--- src/rtl/alu_issue_stage.sv ---
// ALU issue stage: decodes 16-bit instructions, reads regfile operands and stalls RAW hazards
// with a register scoreboard. Define ALU_ISSUE_BYPASS_EN to forward writeback data past the stall.
module alu_issue_stage #(
  parameter int DATA_W = 16,
  parameter int REG_AW = 3
) (
  input  logic              i_clk,
  input  logic              i_rstn,
  input  logic [15:0]       i_instr,
  input  logic              i_instrValid,
  output logic              o_instrReady,
  output logic [REG_AW-1:0] o_rdAddrA,
  output logic [REG_AW-1:0] o_rdAddrB,
  input  logic [DATA_W-1:0] i_rdDataA,
  input  logic [DATA_W-1:0] i_rdDataB,
  output logic [DATA_W-1:0] o_srcA,
  output logic [DATA_W-1:0] o_srcB,
  output logic              o_opSel,
  output logic [REG_AW-1:0] o_dstReg,
  output logic              o_issueValid,
  input  logic              i_issueReady,
  input  logic              i_wbValid,
  input  logic [REG_AW-1:0] i_wbReg,
  input  logic [DATA_W-1:0] i_wbData,
  input  logic              i_flush
);

  localparam int         NREG   = 2**REG_AW;
  localparam logic [3:0] OP_LBI = 4'b1000;

  logic              is_lbi;
  logic [REG_AW-1:0] rd, reg_a, reg_b;
  logic              chk_a, chk_b;
  logic [DATA_W-1:0] imm_ext;

  // NOTE: every always_comb output gets a default first so no path can infer a latch.
  always_comb begin
    is_lbi = (i_instr[15:12] == OP_LBI);
    rd     = i_instr[11:9];
    reg_a  = i_instr[8:6];
    reg_b  = i_instr[5:3];
    chk_a  = 1'b1;
    chk_b  = 1'b1;
    if (is_lbi) begin
      reg_a = rd;
      reg_b = '0;
      chk_a = i_instr[8];
      chk_b = 1'b0;
    end
  end

  assign imm_ext   = {{(DATA_W-8){i_instr[7]}}, i_instr[7:0]};
  assign o_rdAddrA = reg_a;
  assign o_rdAddrB = reg_b;

  logic              valid_q, valid_d;
  logic [DATA_W-1:0] src_a_q, src_a_d, src_b_q, src_b_d;
  logic              op_sel_q, op_sel_d;
  logic [REG_AW-1:0] dst_q, dst_d;
  logic [NREG-1:0]   busy_q, busy_d;

  logic out_hs, set_busy, accept, hazard, byp_a, byp_b;

  assign out_hs   = valid_q && i_issueReady;
  assign set_busy = out_hs && !i_flush;

`ifdef ALU_ISSUE_BYPASS_EN
  // A source is forwarded only if this cycle's writeback really clears its busy bit.
  logic [NREG-1:0] clr_now;
  always_comb begin
    clr_now = '0;
    if (i_wbValid) clr_now[i_wbReg] = busy_q[i_wbReg];
    if (set_busy)  clr_now[dst_q]   = 1'b0;
  end
  assign byp_a = chk_a && clr_now[reg_a];
  assign byp_b = chk_b && clr_now[reg_b];
`else
  assign byp_a = 1'b0;
  assign byp_b = 1'b0;
`endif

  assign hazard       = (chk_a && busy_q[reg_a] && !byp_a) || (chk_b && busy_q[reg_b] && !byp_b);
  assign o_instrReady = !i_flush && !hazard && (!valid_q || i_issueReady);
  assign accept       = i_instrValid && o_instrReady;

  always_comb begin
    valid_d  = valid_q;
    src_a_d  = src_a_q;
    src_b_d  = src_b_q;
    op_sel_d = op_sel_q;
    dst_d    = dst_q;
    if (accept) begin
      valid_d  = 1'b1;
      src_a_d  = byp_a ? i_wbData : i_rdDataA;
      src_b_d  = is_lbi ? imm_ext : (byp_b ? i_wbData : i_rdDataB);
      op_sel_d = is_lbi && i_instr[8];
      dst_d    = rd;
    end else if (out_hs || i_flush) begin
      valid_d  = 1'b0;
    end
  end

  // Set is applied after clear so a same-register set/clear leaves the bit busy.
  always_comb begin
    busy_d = busy_q;
    if (i_wbValid) busy_d[i_wbReg] = 1'b0;
    if (set_busy)  busy_d[dst_q]   = 1'b1;
  end

  // NOTE: sequential state uses non-blocking assignments so all flops update from pre-edge values.
  always_ff @(posedge i_clk or negedge i_rstn) begin
    if (!i_rstn) begin
      valid_q  <= 1'b0;
      src_a_q  <= '0;
      src_b_q  <= '0;
      op_sel_q <= 1'b0;
      dst_q    <= '0;
      // NOTE: the scoreboard is a handful of flops, not a RAM, so it is reset to drop stale hazards.
      busy_q   <= '0;
    end else begin
      valid_q  <= valid_d;
      src_a_q  <= src_a_d;
      src_b_q  <= src_b_d;
      op_sel_q <= op_sel_d;
      dst_q    <= dst_d;
      busy_q   <= busy_d;
    end
  end

  assign o_issueValid = valid_q;
  assign o_srcA       = src_a_q;
  assign o_srcB       = src_b_q;
  assign o_opSel      = op_sel_q;
  assign o_dstReg     = dst_q;

endmodule

--- config.mk ---
export PLATFORM = sky130hd
export DESIGN_NAME = alu_issue_stage
export DESIGN_NICKNAME = d
export VERILOG_FILES = /design/src/rtl/alu_issue_stage.sv
export SDC_FILE = /design/constraint.sdc
export NUM_CORES = 1
export LEC_CHECK = 0
export ABC_AREA = 1
export CAP_MARGIN = 20
export CELL_PAD_IN_SITES_DETAIL_PLACEMENT = 0
export CELL_PAD_IN_SITES_GLOBAL_PLACEMENT = 1
export CORE_MARGIN = 2
export CORE_UTILIZATION = 31
export CTS_CLUSTER_SIZE = 24
export DETAILED_ROUTE_END_ITERATION = 8
export HOLD_SLACK_MARGIN = 0.05
export MAX_ROUTING_LAYER = met4
export PLACE_DENSITY_LB_ADDON = 0.1
export SLEW_MARGIN = 20
export SYNTH_ARGS = -nofsm -noshare
export SYNTH_HDL_FRONTEND = slang
export SYNTH_SLANG_ARGS = --single-unit
--- constraint.sdc ---
create_clock -name i_clk -period 5.55 [get_ports i_clk]
set_input_delay 1.3875 -clock i_clk [delete_from_list [all_inputs] [get_ports i_clk]]
set_output_delay 1.3875 -clock i_clk [all_outputs]
set_load 0.02 [all_outputs]
* Yosys cells after proc, flatten, opt, wreduce, memory -nomap -nowiden *
Cells that the tools add are included.

operators by class
  add/subtract/negate cells = 0
  $mul = 0
  div/mod/pow operators = 0
  magnitude comparators = 6
  equality and inequality tests = 1
  shifts and indexed selects = 0
  mux-type cells = 17
  bitwise logic cells = 3
  reduce and logical (&&, ||, !) cells = 17

operators with widths
  operator            count
  $lt 3x4->1 const B  4
  $mux 16             1
  $mux 8              2
  $logic_and 1x1->1   10
  $and 8x8->8         1
  $mux 1              8
  $not 8->8           1
  $or 8x8->8          1
  $bmux 1 s3          2
  $demux 1 s3         2
  $ge 3x1->1 const B  2
  $mux 3              2
  $eq 4x4->1 const B  1
  $logic_not 1->1     3
  $logic_or 1x1->1    3
  $reduce_bool 2->1   1

word-level totals
  flip-flop bits (word level) = 45
  latch bits = 0
  RAM bits = 0
  ROM bits = 0
  input port bits = 73
  output and inout bits = 44
  logic and storage cells = 50
  memories = 0

* Depth between registers and ports, before layout *
  word-level depth = 11
  gate-level depth with buffers = 13
  mapped depth without buffers = 12

* Least setup slack after synthesis *
No wires, ideal clock.

  kind = input to output
  from = in i_instr[15]
  to = out o_instrReady
  arrival time = 2.731 ns
  required time = 4.163 ns
  path slack = 1.432 ns
  stages on the path = 11
  path buffers = 2
  path through = inv_1 nor2_4 nand2_4 o21ai_1 inv_1 nand3_1 nand3_2 buf_6 buf_6 nand2_1 inv_1

between the ends
  cells in the longest elaborated chain, start to end = 9
  elaborated cells on any way between the ends = 15
  those cells by class = eq/ne: 1; mux: 8; reduce/logical: 6

RTL lines
  element                         line  RTL
  from (decl)                     9     input logic [15:0] i_instr,
  $eq 4x4->1                      38    is_lbi = (i_instr[15:12] == OP_LBI);
  $mux 3                          44    if (is_lbi) begin
  named net o_rdAddrA[2]          12    output logic [REG_AW-1:0] o_rdAddrA,
  $bmux 1 s3                      82    assign hazard = (chk_a && busy_q[reg_a] && !byp_a) || (chk_b && busy_q[reg_b] && !byp_b);
  $mux 1 (not written as such)    82
  $logic_and 1x1->1               82
  $logic_or 1x1->1                82
  $logic_not 1->1                 83    assign o_instrReady = !i_flush && !hazard && (!valid_q || i_issueReady);
  $logic_and 1x1->1 (2 in a row)  83
  to (decl)                       11    output logic o_instrReady,

The timed path passes the listed nets, and every way through them passes these cells. The select of a mux whose other input is x is not followed.

* Worst setup path in the final report *
  from = in i_instr[12]
  to = out o_instrReady

between the ends
  cells in the longest elaborated chain, start to end = 9
  elaborated cells on any way between the ends = 15
  those cells by class = eq/ne: 1; mux: 8; reduce/logical: 6

RTL lines
  element                           line
  $eq 4x4->1 *                      38
  $mux 3                            44
  $bmux 1 s3                        82
  $mux 1 (not written as such)      82
  $logic_and 1x1->1                 82
  $logic_or 1x1->1 *                82
  $logic_not 1->1 *                 83
  $logic_and 1x1->1 * (2 in a row)  83

Every way passes the cells marked *; elsewhere a longest branch is shown, timed or not. The select of a mux whose other input is x is not followed.

==> metrics.yaml <==
setup_path:
  crit_required_ns: 4.16
  cp-startpoint: "i_instr[12]"
  path_class: "primary input to output pin"
  reg2reg_to: "o_srcB[8]$_DFFE_PN0P_"
  worst-path-max-fanout: 34
  cp-endpoint: "o_instrReady"
  r2r_cells: 8
  crit_top_cell: "nand2_1"
  r2r_setup_slack_ns: 3.48
  r2r_start: "busy_q[6]$_DFF_PN0_"
  critical_path.endpoint_type: "output pin"
  crit_arrival_ns: 3.65
  cp_slowest_cell: "clkdlybuf4s50_1"
  cp-start-kind: "primary input"
  cpPeakStageDelay_ns: 0.63
  crit_chain: "clkdlybuf4s50_1, nor2_4, nand2_4, nand2_1, inv_1, nand3_1, nand3_1, nand2_1, nor2_4, nand2_1, inv_1, clkdlybuf4s50_1"
clocking:
  cts.sinks: 45
  cts_setup_buffers: 0
  clock_latency_ns: 0.30
  cts_resized: 0
  clk_pin_slew_worst_paths_ns: 0.08
  cts_tree: "yes"
  clockBufferDepth: 2
  cts_made_buffers: 5
  cts_hold_buf: 0
  cts-root-buf: "clkbuf_8"
  h-tree-depth: 2
yosys:
  synth_most_common_cell: "nand2_1"
  synth_area_leaders: "dfrtp_1, nand2_1, nand4_1, nand3_1, buf_6"
  synth-edff-count: 0
  ys_ff_latch: 45
  syn-num-nets: 389
  synth.distinct_cells: 20
  ys_warn_count: 0
  yosysSeqAreaShare_pct: 45.8
  postSynth.asyncResetShare_pct: 100
  synth_top_cell_area_share_pct: 45.8
  synth_area_per_cell_um2: 7.77
  ys.flop_type: "dfrtp_1"
  synth_common_cells: "nand2_1, dfrtp_1, nand4_1, inv_1, nand3_1"
  synthCells: 316
  syn_area_um2: 2460
  netlist.top_cell.by_area: "dfrtp_1"
detailed_routing:
  totalWireLength_mm: 7.24
  routed_via_density: 4.78
  firstDrtPassIters: 4
  drcViolationCount: 0
  routedWlPerCell_um: 14.1
  dr.first_iter.drc_count: 78
  drtAntennaViolNets: 0
  via_count: 2447
job:
  drv_cap: 0
place:
  gp_congestion: 0.832
  dp_hpwl_mm: 4.95
  pre_cts_slack_ns: 0.486
  port_buffers: 100
floorplanning:
  dieArea_um2: 8650
  core_region_area_um2: 7690
  start_util_pct: 31.9
  row_count: 32
  dieWidth_um: 93.0
  dieHeight_um: 93.0
  io-pin-count: 117
timing:
  hold_violations: 0
  post-route-min-period_ns: 5.04
  tightest_slew_ns: 0.592
  fin_crit_sh_pct: 90.8
  fmax_ghz: 0.198
  setup_viol: 0
  drv_slew: 0
  clock_skew_ns: 0.0105
  max-slew-margin-rel_pct: 60.6
  rsz0062_at_grt: "false"
  fin_ws_ns: 0.511
  setup_tns_ns: 0
pwr:
  max-vdd-ir-drop_uv: 141
  power_leakage_uw: 0.00173
  p_total_uw: 1150
  p_per_area_nw_per_um2: 323
finish:
  drive_gt1_share_pct: 4.63
  syn_to_final_growth_pct: 44.7
  fillers: 806
  final_core_utilization_pct: 46.2
  diodes: 0
  layout.nets: 482
worst_hold_path:
  hold_path.class: "flip-flop to flip-flop"
global_routing:
  grt_pass1_wl_mm: 12.0
  grt_pass1_vias: 2383
  grt-ovfl-total: 0
  grt_use_total_pct: 18.1
  antenna_found_initial: 0
  grt_max_degree: 46
status:
  status: "complete, no violations"
[report_power, final]
| group | switching (uW) | internal (uW) | total (uW) |
|---|---|---|---|
| sequential | 59.0 | 411 | 470 |
| combinational | 253 | 222 | 475 |
| clock | 115 | 89.4 | 204 |
| total | 426 | 723 | 1150 |
[state kept, by name, summed over array words and instances (netlist names)]
register      flops
o_srcA           16
o_issueValid      1
o_dstReg          3
busy_q            8
o_srcB           16
o_opSel           1
[how the worst min path moves through the flow]
stage,startpoint,to,slack [ns],depth (start not counted)
finish,o_srcB[9]$_DFFE_PN0P_,o_srcB[9]$_DFFE_PN0P_,0.47,2
global route,o_srcB[11]$_DFFE_PN0P_,o_srcB[11]$_DFFE_PN0P_,0.49,2
CTS,o_srcB[9]$_DFFE_PN0P_,o_srcB[9]$_DFFE_PN0P_,0.48,2
detailed placement,o_srcB[9]$_DFFE_PN0P_,o_srcB[9]$_DFFE_PN0P_,0.46,2
global placement,o_srcA[0]$_DFFE_PN0P_,o_srcA[0]$_DFFE_PN0P_,0.45,2
floorplan,busy_q[2]$_DFF_PN0_,busy_q[2]$_DFF_PN0_,0.48,2
[per-layer routing]
layer | vias up | part of all wire (%) | GRT usage, %
li1 | 1239 | - | -
met2 | 67 | 47 | 28.6
met3 | 7 | 5.3 | 3.79
met5 | - | 0 | -
met1 | 1134 | 47 | 24.1
met4 | 0 | 0.64 | 4.04
[kinds of logic (layout without fill, tap and decap cells)]
kind of cell / after synthesis / in the layout / synth area share [%]
buffers and inverters: 44 / 138 / 9.68
AO/OA/AOI/OAI: 23 / 23 / 6.06
flip-flops: 45 / 45 / 45.8
AND/OR/NAND/NOR: 204 / 204 / 38.4
[placed cells by master (no fill, tap or decap), types with 2 or more instances in the layout]
master	Yosys	layout
nand2_1	133	133
clkdlybuf4s50_1	0	99
dfrtp_1	45	45
nand4_1	36	36
inv_1	25	25
nand3_1	21	21
o21ai_0	11	11
o41ai_1	8	8
nor2_1	5	5
clkbuf_8	0	5
buf_4	0	4
nor2_4	3	3
nand3b_1	3	3
o21ai_1	2	2
clkbuf_1	5	2
[final cells by class]
type	instances	area (um^2)	area share [%]
sequential	45	1130	31.7
multi-input combinational	227	1090	30.7
timing repair buffer	104	1030	28.9
tap	102	128	3.59
inverter	26	97.6	2.75
clock buffer	7	76.3	2.15
clock inverter	1	7.51	0.211
[critical path, delay by kind of cell]
kind / cells / cell delay (ns)
buffers and inverters: 4 / 1.33
AND/OR/NAND/NOR: 8 / 0.91
[per-stage QoR]
step           cells  instance area [um^2]  hold slack (ns)
2_1_floorplan    316                  2460            0.481
3_3_place_gp     504                  3470            0.453
3_5_place_dp     504                  3470            0.458
4_1_cts          512                  3550            0.481
5_1_grt          512                  3550            0.493
6_report         512                  3550            0.474
(Power assumes the default switching activity.)
